==> config.mk <==
export PLATFORM = sky130hd
export DESIGN_NAME = zero_run_scan_arbiter
export DESIGN_NICKNAME = d
export VERILOG_FILES = /design/src/rtl/zero_run_scan_arbiter.sv
export SDC_FILE = /design/constraint.sdc
export NUM_CORES = 1
export LEC_CHECK = 0
export CAP_MARGIN = 20
export CELL_PAD_IN_SITES_DETAIL_PLACEMENT = 1
export CELL_PAD_IN_SITES_GLOBAL_PLACEMENT = 2
export CORE_ASPECT_RATIO = 1.4
export CORE_MARGIN = 5
export CORE_UTILIZATION = 25
export DETAILED_ROUTE_END_ITERATION = 6
export GPL_ROUTABILITY_DRIVEN = 0
export PLACE_DENSITY_LB_ADDON = 0.25
export SKIP_CTS_REPAIR_TIMING = 1
export SLEW_MARGIN = 25
export SYNTH_ARGS = -nofsm -noshare
export SYNTH_HDL_FRONTEND = slang
export SYNTH_SLANG_ARGS = --single-unit
==> constraint.sdc <==
create_clock -name clk -period 5.5 [get_ports clk]
set_input_delay 0.825 -clock clk [delete_from_list [all_inputs] [get_ports clk]]
set_output_delay 0.825 -clock clk [all_outputs]
set_load 0.05 [all_outputs]
==> src/rtl/zero_run_scan_arbiter.sv <==
// Round-robin arbiter that takes one word from one channel and counts its non-overlapping zero runs.
// The word is scanned one bit per cycle, LSB first, and the count is held until the consumer takes it.
module zero_run_scan_arbiter #(
   parameter int unsigned NCH    = 4,
   parameter int unsigned WORD_W = 8,
   parameter int unsigned CNT_W  = 4
) (
   input  logic                      clk,
   input  logic                      reset,
   input  logic [NCH-1:0]            req_valid,
   input  logic [NCH*WORD_W-1:0]     req_data,
   output logic [NCH-1:0]            req_ready,
   input  logic [2:0]                run_len,
   output logic                      rsp_valid,
   input  logic                      rsp_ready,
   output logic [$clog2(NCH)-1:0]    rsp_ch,
   output logic [CNT_W-1:0]          rsp_count,
   output logic                      busy
);

   localparam int unsigned CH_W  = $clog2(NCH);
   localparam int unsigned BIT_W = $clog2(WORD_W + 1);

   typedef enum logic [1:0] {IDLE, SCAN, RESP} state_t;

   state_t            state;
   state_t            state_nxt;
   logic [CH_W-1:0]   rr_ptr;
   logic [CH_W-1:0]   grant_idx;
   logic              grant_any;
   logic              accept;
   logic [WORD_W-1:0] data_q;
   logic [BIT_W-1:0]  bit_cnt;
   logic [2:0]        run_q;
   logic [2:0]        zrun;
   logic [2:0]        run_eff;
   int unsigned       idx;

   // First valid channel at or after rr_ptr, wrapping.
   always_comb begin
      grant_any = 1'b0;
      grant_idx = '0;
      idx       = 0;
      for (int unsigned k = 0; k < NCH; k++) begin
         idx = (int'(rr_ptr) + k) % NCH;
         if (!grant_any && req_valid[idx]) begin
            grant_any = 1'b1;
            grant_idx = CH_W'(idx);
         end
      end
   end

   assign accept  = (state == IDLE) && grant_any;
   assign run_eff = (run_len == 3'd0) ? 3'd1 : run_len;

   always_ff @(posedge clk or posedge reset) begin
      if (reset) state <= IDLE;
      else       state <= state_nxt;
   end

   // SCAN lingers one cycle after the last bit so the final count settles before RESP.
   always_comb begin
      state_nxt = state;
      case (state)
         IDLE:    if (grant_any) state_nxt = SCAN;
         SCAN:    if (bit_cnt == BIT_W'(WORD_W)) state_nxt = RESP;
         RESP:    if (rsp_ready) state_nxt = IDLE;
         default: state_nxt = IDLE;
      endcase
   end

   always_comb begin
      req_ready = '0;
      if (accept && !reset) req_ready[grant_idx] = 1'b1;
      busy      = (state != IDLE);
      rsp_valid = (state == RESP);
   end

   // Job capture and bit-serial zero-run detection.
   always_ff @(posedge clk or posedge reset) begin
      if (reset) begin
         rr_ptr    <= '0;
         data_q    <= '0;
         bit_cnt   <= '0;
         run_q     <= '0;
         zrun      <= '0;
         rsp_ch    <= '0;
         rsp_count <= '0;
      end else if (accept) begin
         data_q    <= req_data[grant_idx*WORD_W +: WORD_W];
         rsp_ch    <= grant_idx;
         run_q     <= run_eff;
         rr_ptr    <= (grant_idx == CH_W'(NCH - 1)) ? '0 : grant_idx + CH_W'(1);
         zrun      <= '0;
         rsp_count <= '0;
         bit_cnt   <= '0;
      end else if (state == SCAN && bit_cnt != BIT_W'(WORD_W)) begin
         bit_cnt <= bit_cnt + BIT_W'(1);
         data_q  <= data_q >> 1;
         if (data_q[0]) begin
            zrun <= '0;
         end else if (zrun + 3'd1 == run_q) begin
            zrun      <= '0;
            rsp_count <= rsp_count + CNT_W'(1);
         end else begin
            zrun <= zrun + 3'd1;
         end
      end
   end

endmodule
== Word-level counts from Yosys, hierarchy flattened ==
Index checks and enable logic that the tools add are counted.
Operators by class
  shifts and indexed selects: 1
  $lt $le $gt $ge: 6
  add/subtract/negate cells: 7
  reductions and logical operators: 18
  eq/ne operators: 10
  mux-type cells: 37
Operators with widths (number)
  $shiftx 32x6->8: 1
  $mux 4: 7
  $mux 2: 8
  $mux 8: 2
  $lt 2x3->1 const B: 5
  $mux 3: 5
  $mux 1: 9
  $add 4x1->4 const B: 2
  $bmux 1 s2: 4
  $logic_and 1x1->1: 7
  $ne 2x2->1 const B: 3
  $pmux 2 s3: 1
  $reduce_and 3->1: 2
  $reduce_bool 2->1: 3
  $add 2x1->2 const B: 2
  $add 2x2->2 const B: 2
  $eq 2x2->1 const B: 2
  $eq 4x4->1 const B: 1
  $logic_not 1->1: 4
  $ne 4x4->1 const B: 1
  $add 3x1->3 const B: 1
  $eq 3x3->1: 1
  $logic_not 3->1: 1
  $demux 1 s2: 1
  4 further kinds: 4
Word-level totals
  logic and storage cells: 87
  flip-flop bits (word level): 28

== Logic depth before layout (Yosys ltp) ==
  depth in word-level cells: 17
  depth in mapped cells: 9

== Worst setup path before layout ==
No wires, ideal clock.
  kind: input port to output port
  from: input req_valid[1]
  to: output req_ready[2]
  stages on the path: 6
  setup slack: 2509 ps
  data required time: 4675 ps
  arrival time: 2166 ps
  path through: or3b_1 > o221ai_1 > buf_6 > buf_6 > ha_1 > and3_1
Between the ends
  word-level cells in the longest chain between the ends: 17
  elaborated cells on any way between the ends: 30
Ends and longest elaborated chain
  start, declared: RTL line 10  | input logic [NCH-1:0] req_valid,
  $bmux 1 s2: RTL line 46  | if (!grant_any && req_valid[idx]) begin
  $mux 1 (implied by the code): RTL line 46
  $mux 1: RTL line 46
  $logic_not 1->1: RTL line 46
  $logic_and 1x1->1: RTL line 46
  $mux 1: RTL line 46
  $logic_not 1->1: RTL line 46
  $logic_and 1x1->1: RTL line 46
  $mux 1: RTL line 46
  $logic_not 1->1: RTL line 46
  $logic_and 1x1->1: RTL line 46
  $mux 2: RTL line 46
  $lt 2x3->1 (implied by the code) / $ge 2x1->1 (equally long branches): RTL line 74  | if (accept && !reset) req_ready[grant_idx] = 1'b1;
  $logic_and 1x1->1 (implied by the code): RTL line 74
  $mux 1 (implied by the code): RTL line 74
  $demux 1 s2: RTL line 74
  $mux 4 (*): RTL line 74
  end, declared: RTL line 12  | output logic [NCH-1:0] req_ready,
Mark *: on every way between the ends. The rest lies on a longest branch, timed or not. The select of a mux whose other input is x is not followed.

== Worst setup path in the final report ==
  from: input req_valid[2]
  to: output req_ready[3]
Between the ends
  word-level cells in the longest chain between the ends: 17
  elaborated cells on any way between the ends: 30
Ends and longest elaborated chain
  $bmux 1 s2: RTL line 46
  $mux 1 (implied by the code): RTL line 46
  $mux 1: RTL line 46
  $logic_not 1->1: RTL line 46
  $logic_and 1x1->1: RTL line 46
  $mux 1: RTL line 46
  $logic_not 1->1: RTL line 46
  $logic_and 1x1->1: RTL line 46
  [... 2 more ...]
  $logic_and 1x1->1: RTL line 46
  $mux 2 (*): RTL line 46
  net grant_idx[0]: RTL line 29  | logic [CH_W-1:0] grant_idx;
  $lt 2x3->1 (implied by the code) / $ge 2x1->1 (equally long branches): RTL line 74
  $logic_and 1x1->1 (implied by the code): RTL line 74
  $mux 1 (implied by the code): RTL line 74
  $demux 1 s2 (*): RTL line 74
  $mux 4 (*): RTL line 74
The timed path passes the listed nets; every way through them passes the cells marked *. The select of a mux whose other input is x is not followed.

==> impl_metrics.tcl <==
set metrics [dict create \
    crit_chain "clkdlybuf4s50_1 -> or3b_1 -> o221ai_2 -> buf_4 -> inv_1 -> ha_1 -> and3_1 -> clkdlybuf4s50_1" \
    final_nets 275 \
    vias 1443 \
    grt_overflow 0 \
    ys.warnings.count 0 \
    drive_above_1_share 0.08482 \
    synth_cell_types 39 \
    antenna_found_initial 0 \
    netSwitchingFraction 0.4215 \
    timing.critical_path.mode_cell "clkdlybuf4s50_1" \
    core_area_sq_um 6656 \
    die_x_um 80.24 \
    port-buffer-count 53 \
    root_buffer "clkbuf_8" \
    drv_cap 0 \
    grt_usage 0.1109 \
    crit_family "buffers and inverters" \
    dr.pass1.iters 4 \
    clkLatencyLatePin_ps 280 \
    postRouteAntennaNets 0 \
    wl_met1_um 1776 \
    combinationalPowerShare 0.552 \
    die_h_um 108.3 \
    period_share 0.7534 \
    slew_viol_final 0 \
    skew_ps 3.935 \
    dr_wl_met2_um 2426 \
    syn_nets 222 \
    drt_iter0_drc 23 \
    start_util 0.2594 \
    ys_seq_area_frac 0.4058 \
    final_util 0.3617 \
    hold_ws_ps 492.6 \
    cts_tree "done" \
    slew_headroom 0.4226 \
    wl_um 4464 \
    cts_made_buffers 3 \
    rows 35 \
    worst-path-max-fanout 20 \
    top_layer_used "met4" \
    die-area_sq_um 8692 \
    placed_area_sq_um 2352 \
    grt_pass1_vias 1635 \
    syn_inst 172 \
    p_clk_frac 0.120 \
    power_switching_mw 0.4576 \
    cts.sinks 28 \
    grt_max_degree 31 \
    tns_ps 0 \
    hpwlAfterDp_um 3531 \
    ys_ff_latch 28 \
    startpoint_type "input port" \
    io_pins 54 \
    seq_power_share 0.328 \
    slowest_delay_ps 690 \
    hold_viol 0 \
    avgViaCountPerCell 4.566 \
    n_antenna_cell 0 \
    drc 0 \
    path_buf_inv 4 \
    htree_num_levels 1 \
    dp_slack_ps 1321 \
    rsz0062_at_grt "no" \
    fin_area_sq_um 2407 \
    syn_avg_cell_area_sq_um 10.04 \
    vdd_ir_drop_max_mv 0.1383 \
    worst_slack_ps 1356 \
    area.growth.synth_to_final_pct 39.42 \
    leakage_nw 1.105 \
    post-route-min-period_ps 4144 \
    syn_area_sq_um 1727 \
    pwr_density_cell_nw_per_um2 451.1 \
    worst_pin_slew_ps 866.0 \
    clk_path_buf_depth 2 \
    cts.clk_slew.worst_paths_ps 100 \
    p_int_mw 0.6282 \
    max_freq_mhz 241.3 \
    hold_path_class "reg -> reg" \
    critPathRequiredTime_ps 4680 \
    status "finished, final reports clean" \
    path_class "in -> out" \
    wl_met3_um 213 \
    cp-end-kind "output port" \
    setup_viol 0 \
    slowest_stage "clkdlybuf4s50_1" \
    arrival_ps 3320 \
    drt-wirelength-per-cell_um 14.13 \
    grt_pass1_wl_um 7659 \
]
[stage by stage]
stage | std cells | total power, mW
6_report | 316 | 1.086
5_1_grt | 316 | 1.191
4_1_cts | 316 | 1.114
3_5_place_dp | 312 | 0.9802
3_3_place_gp | 312 | 0.9695
2_1_floorplan | 172 | 0.8172
[synthesized netlist by cell type]
cell type	instances	area, sq um
mux2i_1	19	190.2
dfrtp_1	28	700.7
or3_1	1	6.260
nor4_1	1	6.260
nor2b_1	2	12.51
xor2_1	5	43.79
nand3b_1	2	15.01
nor3_4	1	16.27
inv_1	7	26.28
buf_6	3	33.78
nor3_1	1	5.000
nand3b_4	1	20.02
a41oi_1	2	17.52
clkbuf_1	4	15.01
xnor2_1	2	17.52
o21ai_0	9	45.04
nand2b_1	3	18.77
nand4_1	1	6.260
a21o_1	1	7.510
nand2_1	22	82.58
o22ai_1	3	18.77
o221ai_1	2	17.52
buf_2	2	10.01
a22oi_1	1	7.510
a2bb2oi_1	1	8.760
nand4b_1	1	8.760
mux2_2	5	56.30
o21a_1	1	7.510
a21boi_0	1	7.510
nand3_1	1	5.000
o31ai_1	1	7.510
and3_1	4	25.02
a21oi_1	6	30.03
or3b_1	1	8.760
xor3_1	1	23.77
or2_2	2	12.51
ha_1	8	100.1
o22a_1	5	43.79
nor2_1	11	41.29
[power groups by stage]
stage	clock network (mW)	logic, mW	registers (mW)
detailed placement	0	0.616	0.365
CTS	0.137	0.618	0.360
floorplan	0	0.433	0.384
global route	0.146	0.675	0.370
finish	0.130	0.600	0.356
global placement	0	0.609	0.361
[sequential cells by signal (all words and copies together) (netlist names)]
name	cells
state	2
data_q	8
bit_cnt	4
run_q	3
rr_ptr	2
rsp_count	4
rsp_ch	2
zrun	3
[logic make-up (layout without fill, tap and decap cells)]
family	after synthesis	after routing	share of synthesized area
flops	28	28	0.4058
buf+inv	16	68	0.04927
mux	24	24	0.1427
fa+ha+maj	8	8	0.05797
simple gates	55	55	0.1681
xor+xnor	8	8	0.04927
compound gates	33	33	0.1268
[final cells by class]
cell class	count	area, sq um
Inverter	7	26.28
Clock buffer	4	55.05
Timing Repair Buffer	57	560.5
Fill cell	785	4249
Tap cell	92	115.1
Multi-Input combinational cell	128	949.7
Sequential cell	28	700.7
[placed cells by master, fill, tap and decap left out, drive strengths merged]
cell,n
nand4,1
ha,8
and3,4
nor3,2
a22oi,1
a41oi,2
nand2,22
inv,7
o22a,5
a2bb2oi,1
o21a,1
o22ai,3
nand2b,3
nand3,1
nor2b,2
xor2,5
a21o,1
a21boi,1
dfrtp,28
nor2,11
a21oi,6
nor4,1
or3b,1
or2,2
xor3,1
mux2,5
nand4b,1
or3,1
o221ai,2
buf,4
clkdlybuf4s50,53
o21ai,9
xnor2,2
clkbuf,4
o31ai,1
nand3b,3
mux2i,19
[worst paths after layout]
check                              from      endpoint  slack (ps)  cells past startpoint
setup / recovery           req_valid[2]  req_ready[3]        1360                      8
hold / removal                rsp_ch[0]     rsp_ch[0]         490                      1
setup reg to reg               state[1]     data_q[1]        3390                      6
hold reg to reg               rsp_ch[0]     rsp_ch[0]         490                      1
max in group asynchronous         reset      run_q[0]        4070                      3
min in group asynchronous         reset     rr_ptr[0]         800                      2
[metal layers]
layer	GRT usage	up-vias
met5	0	-
met2	0.2085	32
met4	0.02899	0
met3	0.02000	4
met1	0.1264	697
li1	-	710
No activity file was read; power rests on OpenSTA's default activity.
